===== src/rtl/fb_vport_pkg.sv =====
// Shared types for the framebuffer video port: FSM states, FIFO entry layout
// and the RGB555 -> RGB888 expansion.
package fb_vport_pkg;

  localparam int ENTRY_W = 16;

  typedef enum logic [1:0] {SEEK, ARMED, RUN} vpState_e;

  typedef struct packed {
    logic        start;
    logic [14:0] pix;
  } fifoEntry_t;

  // Replicate the top bits into the low bits so full-scale 5-bit maps to 0xFF.
  function automatic logic [23:0] expand555(input logic [14:0] p);
    return {p[14:10], p[14:12], p[9:5], p[9:7], p[4:0], p[4:2]};
  endfunction

endpackage


===== src/rtl/fb_vport_timing_if.sv =====
// Pixel stream in and DVI-side video out of fb_vport_timing.
interface fb_vport_timing_if;
  logic [14:0] iST_DATA;
  logic        iST_START;
  logic        iST_DV;
  logic        oST_READY;
  logic [7:0]  oRED, oGRN, oBLU;
  logic        oHS, oVS, oDE;
  logic        oUNDERRUN;
  logic        oLOCKED;

  modport master (
    output iST_DATA, iST_START, iST_DV,
    input  oST_READY, oRED, oGRN, oBLU, oHS, oVS, oDE, oUNDERRUN, oLOCKED
  );

  modport slave (
    input  iST_DATA, iST_START, iST_DV,
    output oST_READY, oRED, oGRN, oBLU, oHS, oVS, oDE, oUNDERRUN, oLOCKED
  );
endinterface


===== src/rtl/fb_pixel_fifo.sv =====
// Single-clock show-ahead FIFO; the head entry is readable while count != 0.
module fb_pixel_fifo
  import fb_vport_pkg::*;
#(
  parameter int DEPTH = 16,
  parameter int W     = ENTRY_W
) (
  input  logic                     iCLK,
  input  logic                     iRESETn,
  input  logic                     wrEn,
  input  logic [W-1:0]             wrData,
  input  logic                     rdEn,
  output logic [W-1:0]             headData,
  output logic [$clog2(DEPTH):0]   count
);
  localparam int AW = $clog2(DEPTH);

  logic [W-1:0]  mem [DEPTH];
  logic [AW-1:0] wrPtr, rdPtr;

  always_ff @(posedge iCLK) begin
    if (wrEn) mem[wrPtr] <= wrData;
  end

  always_ff @(posedge iCLK or negedge iRESETn) begin
    if (!iRESETn) begin
      wrPtr <= '0;
      rdPtr <= '0;
      count <= '0;
    end else begin
      if (wrEn) wrPtr <= wrPtr + 1'b1;
      if (rdEn) rdPtr <= rdPtr + 1'b1;
      unique case ({wrEn, rdEn})
        2'b10:   count <= count + 1'b1;
        2'b01:   count <= count - 1'b1;
        default: count <= count;
      endcase
    end
  end

  assign headData = mem[rdPtr];

endmodule


===== src/rtl/fb_vport_timing.sv =====
// Raster timing generator that re-times a buffered RGB555 stream onto it,
// locking each frame's start pixel to raster origin and relocking after faults.
module fb_vport_timing
  import fb_vport_pkg::*;
#(
  parameter int H_ACTIVE   = 640,
  parameter int H_FP       = 16,
  parameter int H_SYNC     = 96,
  parameter int H_BP       = 48,
  parameter int V_ACTIVE   = 480,
  parameter int V_FP       = 10,
  parameter int V_SYNC     = 2,
  parameter int V_BP       = 33,
  parameter bit SYNC_POL   = 1'b0,
  parameter int FIFO_DEPTH = 16
) (
  input logic              iCLK,
  input logic              iRESETn,
  fb_vport_timing_if.slave vp
);
  localparam int H_TOTAL = H_ACTIVE + H_FP + H_SYNC + H_BP;
  localparam int V_TOTAL = V_ACTIVE + V_FP + V_SYNC + V_BP;
  localparam int HW = $clog2(H_TOTAL + 1);
  localparam int VW = $clog2(V_TOTAL + 1);
  localparam int CW = $clog2(FIFO_DEPTH) + 1;

  localparam logic [HW-1:0] H_LAST = HW'(H_TOTAL - 1);
  localparam logic [HW-1:0] H_ACT  = HW'(H_ACTIVE);
  localparam logic [HW-1:0] HS_BEG = HW'(H_ACTIVE + H_FP);
  localparam logic [HW-1:0] HS_END = HW'(H_ACTIVE + H_FP + H_SYNC);
  localparam logic [VW-1:0] V_LAST = VW'(V_TOTAL - 1);
  localparam logic [VW-1:0] V_ACT  = VW'(V_ACTIVE);
  localparam logic [VW-1:0] VS_BEG = VW'(V_ACTIVE + V_FP);
  localparam logic [VW-1:0] VS_END = VW'(V_ACTIVE + V_FP + V_SYNC);
  localparam logic [CW-1:0] READY_MAX = CW'(FIFO_DEPTH - 2);

  logic [HW-1:0] hcnt;
  logic [VW-1:0] vcnt;
  logic          deRaw, origin, hsAct, vsAct;

  vpState_e      state;
  fifoEntry_t    head;
  logic [CW-1:0] fifoCnt;
  logic          fifoEmpty, fifoWr, pop, fault;

  logic [23:0]   rgbQ;
  logic          hsQ, vsQ, deQ, undQ, lockQ, readyQ;

  always_ff @(posedge iCLK or negedge iRESETn) begin
    if (!iRESETn) begin
      hcnt <= '0;
      vcnt <= '0;
    end else if (hcnt == H_LAST) begin
      hcnt <= '0;
      vcnt <= (vcnt == V_LAST) ? '0 : vcnt + 1'b1;
    end else begin
      hcnt <= hcnt + 1'b1;
    end
  end

  assign deRaw  = (hcnt < H_ACT) && (vcnt < V_ACT);
  assign origin = (hcnt == '0) && (vcnt == '0);
  assign hsAct  = (hcnt >= HS_BEG) && (hcnt < HS_END);
  assign vsAct  = (vcnt >= VS_BEG) && (vcnt < VS_END);

  assign fifoWr    = vp.iST_DV && readyQ;
  assign fifoEmpty = (fifoCnt == '0);

  fb_pixel_fifo #(.DEPTH(FIFO_DEPTH), .W(ENTRY_W)) uFifo (
    .iCLK     (iCLK),
    .iRESETn  (iRESETn),
    .wrEn     (fifoWr),
    .wrData   ({vp.iST_START, vp.iST_DATA}),
    .rdEn     (pop),
    .headData (head),
    .count    (fifoCnt)
  );

  // A start marker anywhere but origin means the stream and raster disagree.
  assign fault = (state == RUN) && deRaw && (fifoEmpty || (head.start && !origin));

  always_comb begin
    pop = 1'b0;
    unique case (state)
      SEEK:    pop = !fifoEmpty && !head.start;
      ARMED:   pop = origin && !fifoEmpty;
      RUN:     pop = deRaw && !fault;
      default: pop = 1'b0;
    endcase
  end

  always_ff @(posedge iCLK or negedge iRESETn) begin
    if (!iRESETn) begin
      state  <= SEEK;
      rgbQ   <= '0;
      hsQ    <= ~SYNC_POL;
      vsQ    <= ~SYNC_POL;
      deQ    <= 1'b0;
      undQ   <= 1'b0;
      lockQ  <= 1'b0;
      readyQ <= 1'b0;
    end else begin
      readyQ <= (fifoCnt <= READY_MAX);
      deQ    <= deRaw;
      hsQ    <= hsAct ? SYNC_POL : ~SYNC_POL;
      vsQ    <= vsAct ? SYNC_POL : ~SYNC_POL;
      rgbQ   <= '0;
      undQ   <= 1'b0;
      unique case (state)
        SEEK: if (!fifoEmpty && head.start) state <= ARMED;
        ARMED: if (origin) begin
          state <= RUN;
          lockQ <= 1'b1;
          rgbQ  <= expand555(head.pix);
        end
        RUN: if (fault) begin
          state <= SEEK;
          lockQ <= 1'b0;
          undQ  <= 1'b1;
        end else if (pop) begin
          rgbQ <= expand555(head.pix);
        end
        default: state <= SEEK;
      endcase
    end
  end

  assign vp.oRED      = rgbQ[23:16];
  assign vp.oGRN      = rgbQ[15:8];
  assign vp.oBLU      = rgbQ[7:0];
  assign vp.oHS       = hsQ;
  assign vp.oVS       = vsQ;
  assign vp.oDE       = deQ;
  assign vp.oUNDERRUN = undQ;
  assign vp.oLOCKED   = lockQ;
  assign vp.oST_READY = readyQ;

endmodule


===== src/flat_wrapper.sv =====
// flat-port wrapper written by rule: the top's interface ports become plain ports
module fb_vport_timing_flat import fb_vport_pkg::*;
#(
  parameter int H_ACTIVE   = 640,
  parameter int H_FP       = 16,
  parameter int H_SYNC     = 96,
  parameter int H_BP       = 48,
  parameter int V_ACTIVE   = 480,
  parameter int V_FP       = 10,
  parameter int V_SYNC     = 2,
  parameter int V_BP       = 33,
  parameter bit SYNC_POL   = 1'b0,
  parameter int FIFO_DEPTH = 16
)
  (iCLK, iRESETn, vp_iST_DATA, vp_iST_START, vp_iST_DV, vp_oST_READY, vp_oRED, vp_oGRN, vp_oBLU, vp_oHS, vp_oVS, vp_oDE, vp_oUNDERRUN, vp_oLOCKED);
  fb_vport_timing_if vp_i ();
  input logic iCLK;
  input logic iRESETn;
  input wire logic [$bits(vp_i.iST_DATA)-1:0] vp_iST_DATA;
  input wire logic [$bits(vp_i.iST_START)-1:0] vp_iST_START;
  input wire logic [$bits(vp_i.iST_DV)-1:0] vp_iST_DV;
  output wire logic [$bits(vp_i.oST_READY)-1:0] vp_oST_READY;
  output wire logic [$bits(vp_i.oRED)-1:0] vp_oRED;
  output wire logic [$bits(vp_i.oGRN)-1:0] vp_oGRN;
  output wire logic [$bits(vp_i.oBLU)-1:0] vp_oBLU;
  output wire logic [$bits(vp_i.oHS)-1:0] vp_oHS;
  output wire logic [$bits(vp_i.oVS)-1:0] vp_oVS;
  output wire logic [$bits(vp_i.oDE)-1:0] vp_oDE;
  output wire logic [$bits(vp_i.oUNDERRUN)-1:0] vp_oUNDERRUN;
  output wire logic [$bits(vp_i.oLOCKED)-1:0] vp_oLOCKED;
  assign vp_i.iST_DATA = vp_iST_DATA;
  assign vp_i.iST_START = vp_iST_START;
  assign vp_i.iST_DV = vp_iST_DV;
  assign vp_oST_READY = vp_i.oST_READY;
  assign vp_oRED = vp_i.oRED;
  assign vp_oGRN = vp_i.oGRN;
  assign vp_oBLU = vp_i.oBLU;
  assign vp_oHS = vp_i.oHS;
  assign vp_oVS = vp_i.oVS;
  assign vp_oDE = vp_i.oDE;
  assign vp_oUNDERRUN = vp_i.oUNDERRUN;
  assign vp_oLOCKED = vp_i.oLOCKED;
  fb_vport_timing #(.H_ACTIVE(H_ACTIVE), .H_FP(H_FP), .H_SYNC(H_SYNC), .H_BP(H_BP), .V_ACTIVE(V_ACTIVE), .V_FP(V_FP), .V_SYNC(V_SYNC), .V_BP(V_BP), .SYNC_POL(SYNC_POL), .FIFO_DEPTH(FIFO_DEPTH)) u_core (.iCLK(iCLK), .iRESETn(iRESETn), .vp(vp_i));
endmodule

===== config.mk =====
export PLATFORM = sky130hd
export DESIGN_NAME = fb_vport_timing_flat
export DESIGN_NICKNAME = d
export VERILOG_FILES = /design/src/rtl/fb_vport_pkg.sv /design/src/rtl/fb_vport_timing_if.sv /design/src/rtl/fb_pixel_fifo.sv /design/src/rtl/fb_vport_timing.sv /design/src/flat_wrapper.sv
export SDC_FILE = /design/constraint.sdc
export NUM_CORES = 1
export LEC_CHECK = 0
export ABC_AREA = 1
export BUFFER_PORTS_ARGS = -buffer_cell sky130_fd_sc_hd__buf_2
export CORE_MARGIN = 8
export CORE_UTILIZATION = 55
export CTS_BUF_LIST = sky130_fd_sc_hd__clkbuf_2 sky130_fd_sc_hd__clkbuf_4 sky130_fd_sc_hd__clkbuf_8
export DETAILED_ROUTE_END_ITERATION = 8
export GPL_TIMING_DRIVEN = 0
export PLACE_DENSITY_LB_ADDON = 0.1
export SYNTH_ARGS = -nofsm -noshare
export SYNTH_HDL_FRONTEND = slang
export SYNTH_SLANG_ARGS = --single-unit

===== constraint.sdc =====
create_clock -name iCLK -period 5.45 [get_ports iCLK]
set_clock_uncertainty 0.2 [all_clocks]
set_input_delay 0 -clock iCLK [delete_from_list [all_inputs] [get_ports iCLK]]
set_output_delay 0 -clock iCLK [all_outputs]
set_load 0.02 [all_outputs]

==> results of run 1 <==
-- per-layer routing --
layer | up-vias | wire (µm) | GRT usage [%]
li1 | 4116 | - | -
met1 | 4424 | 13900 | 32.0
met2 | 468 | 16100 | 38.7
met3 | 73 | 3260 | 4.47
met4 | 0 | 1100 | 9.47
met5 | - | 0 | 0
-- through the flow --
step	hold slack [ns]	setup slack (ns)	util (%)
2_1_floorplan	-0.496	2.34	-
3_3_place_gp	0.168	1.76	58.5
3_5_place_dp	0.182	1.71	59.8
4_1_cts	0.108	1.70	64.8
5_1_grt	0.148	1.38	64.8
6_report	0.143	1.67	64.8
-- flip-flops by register name, indices dropped and copies added, names as in the netlist, 2 cells and up --
signal              flops
u_core.uFifo.mem      256
u_core.rgbQ            15
u_core.hcnt            10
u_core.vcnt            10
u_core.uFifo.count      5
u_core.uFifo.rdPtr      4
u_core.uFifo.wrPtr      4
u_core.state            2
-- worst register-to-register path, cell delays in order, from the launching register on --
cell      delay [ns]
dfrtp_1         0.33
buf_2           0.33
clkinv_1        0.45
nand3_2         0.22
nand2_2         0.08
nand2_2         0.07
nand3_1         0.07
nand2_1         0.11
nand2_1         0.08
inv_1           0.21
ha_1            0.33
xor2_1          0.12
ha_1            0.19
a21oi_1         0.19
o21ai_0         0.13
a21oi_1         0.13
inv_1           0.06
a21oi_1         0.11
o21ai_0         0.11
xor2_1          0.15
-- area by class of cell --
| cell class | count | area (µm²) |
|---|---|---|
| flip-flops and latches | 312 | 9090 |
| clock buffers | 73 | 867 |
| fillers | 1809 | 8210 |
| repair buffers | 83 | 686 |
| plain buffers | 66 | 363 |
| well taps | 319 | 399 |
| clock inverters | 19 | 111 |
| inverters | 67 | 251 |
| multi-input cells | 626 | 3350 |
-- layout by cell type, fill, tap and decap left out, types with 3 or more instances in the layout --
cell           instances
nor2_1                24
xor2_1                12
nor2_2                16
nand3_1               80
a21oi_2               11
nand3_2                3
o211ai_1              27
a21oi_1               89
a221o_1               12
nand4_1               10
nand2_2                3
buf_6                  3
a221oi_1              13
clkbuf_8              51
nor3_1                10
clkbuf_1              15
inv_1                 65
ha_1                  17
a32o_1                19
edfxtp_1             256
nand2_1              252
clkbuf_4              22
buf_8                 15
dfrtp_1               54
buf_1                  6
dlygate4sd3_1         19
buf_2                 73
o21ai_0               17
buf_4                 17
clkinv_1              15
-- power groups by stage --
| stage | sequential, mW | combinational, mW | clock (mW) |
|---|---|---|---|
| 2_1_floorplan | 2.92 | 1.71 | 0 |
| 5_1_grt | 2.88 | 2.95 | 2.09 |
| 6_report | 2.86 | 2.72 | 1.96 |
| 3_5_place_dp | 2.91 | 2.66 | 0 |
| 3_3_place_gp | 2.91 | 2.56 | 0 |
| 4_1_cts | 2.86 | 2.67 | 1.98 |
-- cell families (layout without fill, tap and decap cells) --
| kind of cell | after synthesis | after routing |
|---|---|---|
| xor+xnor | 14 | 14 |
| flops | 312 | 312 |
| fa+ha+maj | 17 | 17 |
| buf+inv | 133 | 308 |
| compound gates | 192 | 192 |
| simple gates | 403 | 403 |
-- worst max path at each step --
stage                     depth (start not counted)  slack, ns                   from                    end
after floorplan                                  20       2.34         u_core.hcnt[0]  u_core.uFifo.count[4]
after global placement                           19       1.76  u_core.uFifo.rdPtr[3]  u_core.uFifo.count[4]
after detailed placement                         19       1.71  u_core.uFifo.rdPtr[3]  u_core.uFifo.count[4]
after CTS                                        19       1.70  u_core.uFifo.rdPtr[3]  u_core.uFifo.count[4]
after global routing                             19       1.38  u_core.uFifo.rdPtr[3]  u_core.uFifo.count[4]
final                                            19       1.67  u_core.uFifo.rdPtr[3]  u_core.uFifo.count[4]
-- synth_stat cells (13+ instances only) --
| cell type | n |
|---|---|
| inv_1 | 65 |
| a32o_1 | 19 |
| nand2_1 | 252 |
| a221oi_1 | 13 |
| nor2_1 | 40 |
| nand3_1 | 80 |
| ha_1 | 17 |
| dfrtp_1 | 54 |
| a21oi_1 | 89 |
| clkbuf_1 | 15 |
| buf_2 | 26 |
| buf_4 | 16 |
| edfxtp_1 | 256 |
| o211ai_1 | 27 |
| o21ai_0 | 17 |
-- what timing repair did --
action                                 in CTS  in global routing
endpoints found under the hold margin     318                 54
hold buffers                               18                  1
buffers inserted                            0                  0
==> metrics, run 1 <==
Top Family by Delay on Critical Path buffers and inverters; CP required 5.70 ns; share of layout cells above drive strength 1 17.9%; RSZ-0062 raised after global routing false; H-tree depth 2; vias 9081; clock buffer count from CTS 50; EDFF count, synth 256; number of antenna violations at the first check in global routing 0; Simple-Gate Fraction of Synth Area 13.0%; gr ovfl total 0; I/O pins 49; Initial Util 55.8%; wire length of the first global-routing pass 51.6 mm; worst-margin pin slew 0.996 ns; Pwr Density 499 nW/µm²; WHS Endpoint u_core.uFifo.wrPtr[0]; Area contributors post-synth edfxtp_1, dfrtp_1, nand2_1, a21oi_1, nand3_1; residual antenna-violating net count after detailed routing 0; vias in the first global route 8804; VDD IR max 270 µV; post-synth top area share 59.0%; Reg2Reg Setup Slack 1.67 ns; Cells after Synth 1071; Residual DRC 0; largest family of logic cells by synthesized area simple AND/OR/NAND/NOR gates; CP Data Arrival Time 4.03 ns; largest net degree at the start of global routing 57; Primary FF master, synth edfxtp_1; sw frac 38.0%; Worst Path Max Fanout 10; Design Power 7.54 mW; synth unique cells 34; worst relative slew slack 33.6%; n_diodes 0; routability cong. 0.840; endpoints failing setup 0; height of the die 170 µm; drt first-iter violations 1004; min-delay src vp_iST_DV; Tmin final 3.78 ns; Placed Area 14000 µm²; Net Switching 2.87 mW; Compound-Gate Fraction of Synth Area 9.87%; largest stage delay on the critical path 0.45 ns; crit path max-delay cell type clkinv_1; TritonCTS clock tree done; hold path depth 4; clock buffer depth 3; All-Layer GR Usage 24.0%; CP Class flip-flop to flip-flop; Synth warnings 0; clock-pin slew on the worst setup and hold paths 0.06 ns; ys async rst share 17.9%; LEAKAGE 5.77 nW; Die ar. 28800 µm²; final wirelength 34.3 mm; TritonCTS Sinks 312; max_cap viols 0; HP Class input pin to flip-flop; Synthesized Nets 1107; number of buffers added on ports 48; outcome completed; P&R area growth vs syn 16.2%; CP bufs+invs 4; DRT Pass-1 Iters 6; Internal Power 4.68 mW; type of origin of the critical path flip-flop; Critical R2R Capture u_core.uFifo.count[4]; Core ar. 23300 µm²; share of the yosys chip area belonging to registers 69.8%; area share of fa/ha/maj cells after synthesis 1.63%; Critical Path Most Common Cell a21oi_1; placed insts 1454; Avg Vias per Cell 5.80; hpwl dp 22.8 mm; CP cell instances buf_2 -> clkinv_1 -> nand3_2 -> nand2_2 -> nand2_2 -> nand3_1 -> nand2_1 -> nand2_1 -> inv_1 -> ha_1 -> xor2_1 -> ha_1 -> a21oi_1 -> o21ai_0 -> a21oi_1 -> inv_1 -> a21oi_1 -> o21ai_0 -> xor2_1; Die X 170 µm; Final #Nets 1242; cell taking the most area after synthesis edfxtp_1; Comb pwr share 36.0%; post-route cell area 15100 µm²; Worst-Skew Late Latency 0.58 ns; Peak Freq 265 MHz; Rows 56; worst r2r src u_core.uFifo.rdPtr[3]; final slew viol count 0; Final period util 69.4%; synthesized cell area 13000 µm²; Sequential Power Share 38.0%; Routed wire per std cell 21.9 µm; final std cells w/o fill 1565; Synth Area in XOR/XNOR 0.942%; endpoints failing hold 0; Yosys reg bits 312; CP endpoint kind flip-flop; CTS resizes 0; cells on worst reg2reg path 19; fraction of synthesized area in multiplexers 0%; Syn Area/Cell 12.2 µm²; clk root buf clkbuf_8; TNS Setup 0 ns; Clock Power Share 26.0%
Note: power is estimated with default switching activity, not from simulation.
==> run 2: changes to the inputs <==
ABC_AREA = 0   (was 1)
clock period = 3.25 ns   (was 5.45 ns; I/O delays follow)
==> metrics, run 2 <==
Worst Path Max Fanout 5 (-5); CP cell instances nor4_1 -> nand3b_1 -> or3_4 -> o22ai_4 -> nand2_2 -> inv_2 -> ha_4 -> xor2_2 -> ha_2 -> o21a_1 -> o21ai_2 -> o21bai_1 -> xnor2_1 -> nor2_1 -> xor2_1; max_cap viols 0 (unchanged); max FFs per register 256 (unchanged); LEAKAGE 5.14 nW (-11%); DRT Pass-1 Iters 7 (+1); top-count cell post-synth edfxtp_1; Routed wire per std cell 23.9 µm (+8.9%); P&R area growth vs syn 15.2%; number of buffers added on ports 48 (unchanged); worst-margin pin slew 1.26 ns (+0.269 ns); sw frac 29.4% (-8.6 points); metal2 WL 13.3 mm (-17%); TNS Setup 0 ns (unchanged); wire length of the first global-routing pass 40.2 mm (-22%); fillcell total 1564 (-14%); TritonCTS clock tree done; fraction of synthesized area in multiplexers 14.7% (+15 points); height of the die 167 µm (-1.8%); Pwr Density 808 nW/µm² (+62%); All-Layer GR Usage 19.2% (-4.9 points); Worst-Skew Late Latency 0.56 ns (-0.02 ns); CP bufs+invs 1 (-3); n_diodes 0 (unchanged); wire length on met1 10.5 mm (-24%); Compound-Gate Fraction of Synth Area 2.21% (-7.7 points); highest routed layer met4; final std cells w/o fill 1089 (-30%); Primary FF master, synth edfxtp_1; Final #Nets 805 (-35%); Area contributors post-synth edfxtp_1, mux4_2, dfrtp_1, ha_1, nor2b_1; Initial Util 55.5% (-0.26 points); Placed Area 13100 µm² (-5.7%); area share of fa/ha/maj cells after synthesis 1.70% (+0.068 points); vias 6394 (-30%); VDD IR max 407 µV (+51%); Internal Power 8.22 mW (+76%); Residual DRC 0 (unchanged); number of antenna violations at the first check in global routing 0 (unchanged); ys async rst share 17.9% (unchanged); worst relative slew slack 15.7% (-18 points); CP endpoint kind flip-flop; CP Class flip-flop to flip-flop; Simple-Gate Fraction of Synth Area 5.28% (-7.7 points); Design Power 11.6 mW (+54%); H-tree depth 2 (unchanged); largest net degree at the start of global routing 57 (unchanged); Die X 167 µm (-1.8%); endpoints failing hold 0 (unchanged); residual antenna-violating net count after detailed routing 0 (unchanged); most frequent cells in the layout edfxtp_1, mux4_2, buf_2; Biggest register u_core.uFifo.mem; Tmin final 3.19 ns (-0.594 ns); post-route cell area 14400 µm² (-4.8%); fin util 64.0% (-0.83 points); Net Switching 3.42 mW (+19%); Clock Power Share 27.5% (+1.5 points); final slew viol count 0 (unchanged); outcome completed; drt first-iter violations 561 (-44%); Yosys reg bits 312 (unchanged); Synthesized Nets 678 (-39%); endpoints failing setup 0 (unchanged); metal3 WL 1.54 mm (-53%); clock-pin slew on the worst setup and hold paths 0.06 ns (about the same); Synth warnings 0 (unchanged); share of the yosys chip area belonging to registers 72.7% (+2.9 points); routability cong. 0.822 (-2.2%); largest family of logic cells by synthesized area multiplexers; clock buffer count from CTS 50 (unchanged); HP Class input pin to flip-flop; Top Family by Delay on Critical Path simple AND/OR/NAND/NOR gates; I/O pins 49 (unchanged); Rows 55 (-1.8%); clk root buf clkbuf_8; largest stage delay on the critical path 0.45 ns (about the same); RSZ-0062 raised after global routing true; synthesized cell area 12500 µm² (-4.0%); Comb pwr share 30.7% (-5.3 points); clock buffer depth 3 (unchanged); CP required 3.49 ns (-2.21 ns); Core ar. 22500 µm² (-3.6%); share of layout cells above drive strength 1 32.7% (+15 points); Cells after Synth 642 (-40%); Peak Freq 314 MHz (+19%); synth unique cells 51 (+50%); cell taking the most area after synthesis edfxtp_1; hpwl dp 15.2 mm (-33%); type of origin of the critical path flip-flop; crit path max-delay cell type or3_4; Syn Area/Cell 19.5 µm² (+60%); largest registers u_core.uFifo.mem x256, u_core.rgbQ x15; CP Data Arrival Time 3.42 ns (-0.61 ns); Synth Area in XOR/XNOR 1.54% (+0.60 points); top cells by count, synth edfxtp_1, mux4_2, dfrtp_1, nand2_1, nor2b_1; gr ovfl total 0 (unchanged); placed insts 975 (-33%); final wirelength 26.0 mm (-24%); Avg Vias per Cell 5.87 (+1.2%); Die ar. 27800 µm² (-3.6%); post-synth top area share 61.5% (+2.5 points); EDFF count, synth 256 (unchanged); vias in the first global route 6876 (-22%); commonest non-fill, non-tap cell in the layout edfxtp_1; TritonCTS Sinks 312 (unchanged); Sequential Power Share 41.8% (+3.8 points); Final period util 98.0% (+29 points)
==> run 2: changes by cell type after synthesis, moves of 27 or more <==
cell / before / now
mux4_2: 0 / 79
o211ai_1: 27 / 0
nand3_1: 80 / 14
nand2_1: 252 / 21
a21oi_1: 89 / 8
inv_1: 65 / 13
==> run 2: metal layers <==
layer  GRT usage (%)  vias to the layer above
met5               0                        -
met4            6.62                        0
met3            4.16                       55
met2            32.5                      210
met1            24.4                     3325
li1                -                     2804
==> run 2: stage by stage <==
step | setup slack (ns) | hold slack (ns)
2_1_floorplan | 0.0246 | -0.496
3_3_place_gp | -0.234 | 0.103
3_5_place_dp | -0.352 | 0.114
4_1_cts | -0.0384 | 0.0816
5_1_grt | -0.181 | 0.106
6_report | 0.0639 | 0.0923
==> run 2: tightest hold or removal path, delay by kind of cell <==
kind	cells	cell delay, ns
xor+xnor	1	0.06
buf+inv	2	0.66
simple gates	1	0.09
==> run 2: area by class of cell <==
cell class              instances  area [µm²]  share of cell area, %
plain buffers                  32         186                   1.29
clock buffers                  73         880                   6.11
clock inverters                14        81.3                  0.565
inverters                      13        48.8                  0.339
multi-input cells             284        3250                   22.6
flip-flops and latches        312        9090                   63.2
well taps                     285         357                   2.48
repair buffers                 76         500                   3.48
==> run 2: cell families after synthesis <==
family,after synthesis
and+or+nand+nor,118
DFF,312
buffers and inverters,46
muxes,84
xor gates and xnor gates,22
AOI/OAI and AO/OA,43
adders and majority gates,17
==> run 2: what timing repair did <==
item / in CTS / in global routing
pin swaps: 9 / 9
resized for setup: 7 / 5
hold buffers: 18 / 1
gates cloned: 0 / 0
buffers inserted: 8 / 1
endpoints found under the hold margin: 314 / 54
endpoints found under the setup margin: 2 / 2
==> run 2: path summary, 6_finish.rpt <==
check                      slack (ns)                    end                   from  cells after the start
max                              0.06  u_core.uFifo.count[4]         u_core.vcnt[5]                     15
min                              0.09  u_core.uFifo.wrPtr[2]              vp_iST_DV                      4
max reg2reg                      0.06  u_core.uFifo.count[4]         u_core.vcnt[5]                     15
min reg2reg                      0.30  u_core.uFifo.count[4]  u_core.uFifo.count[4]                      1
max in group asynchronous        1.88  u_core.uFifo.rdPtr[0]                iRESETn                      3
min in group asynchronous        0.42        u_core.rgbQ[11]                iRESETn                      3
==> run 2: power by group through the flow <==
stage               Clock [mW]  Sequential (mW)  Combinational, mW
floorplan                    0             4.92               2.54
global placement             0             4.91               3.36
detailed placement           0             4.93               3.46
CTS                       3.25             4.86               3.59
global route              3.42             4.90               3.87
finish                    3.21             4.86               3.57
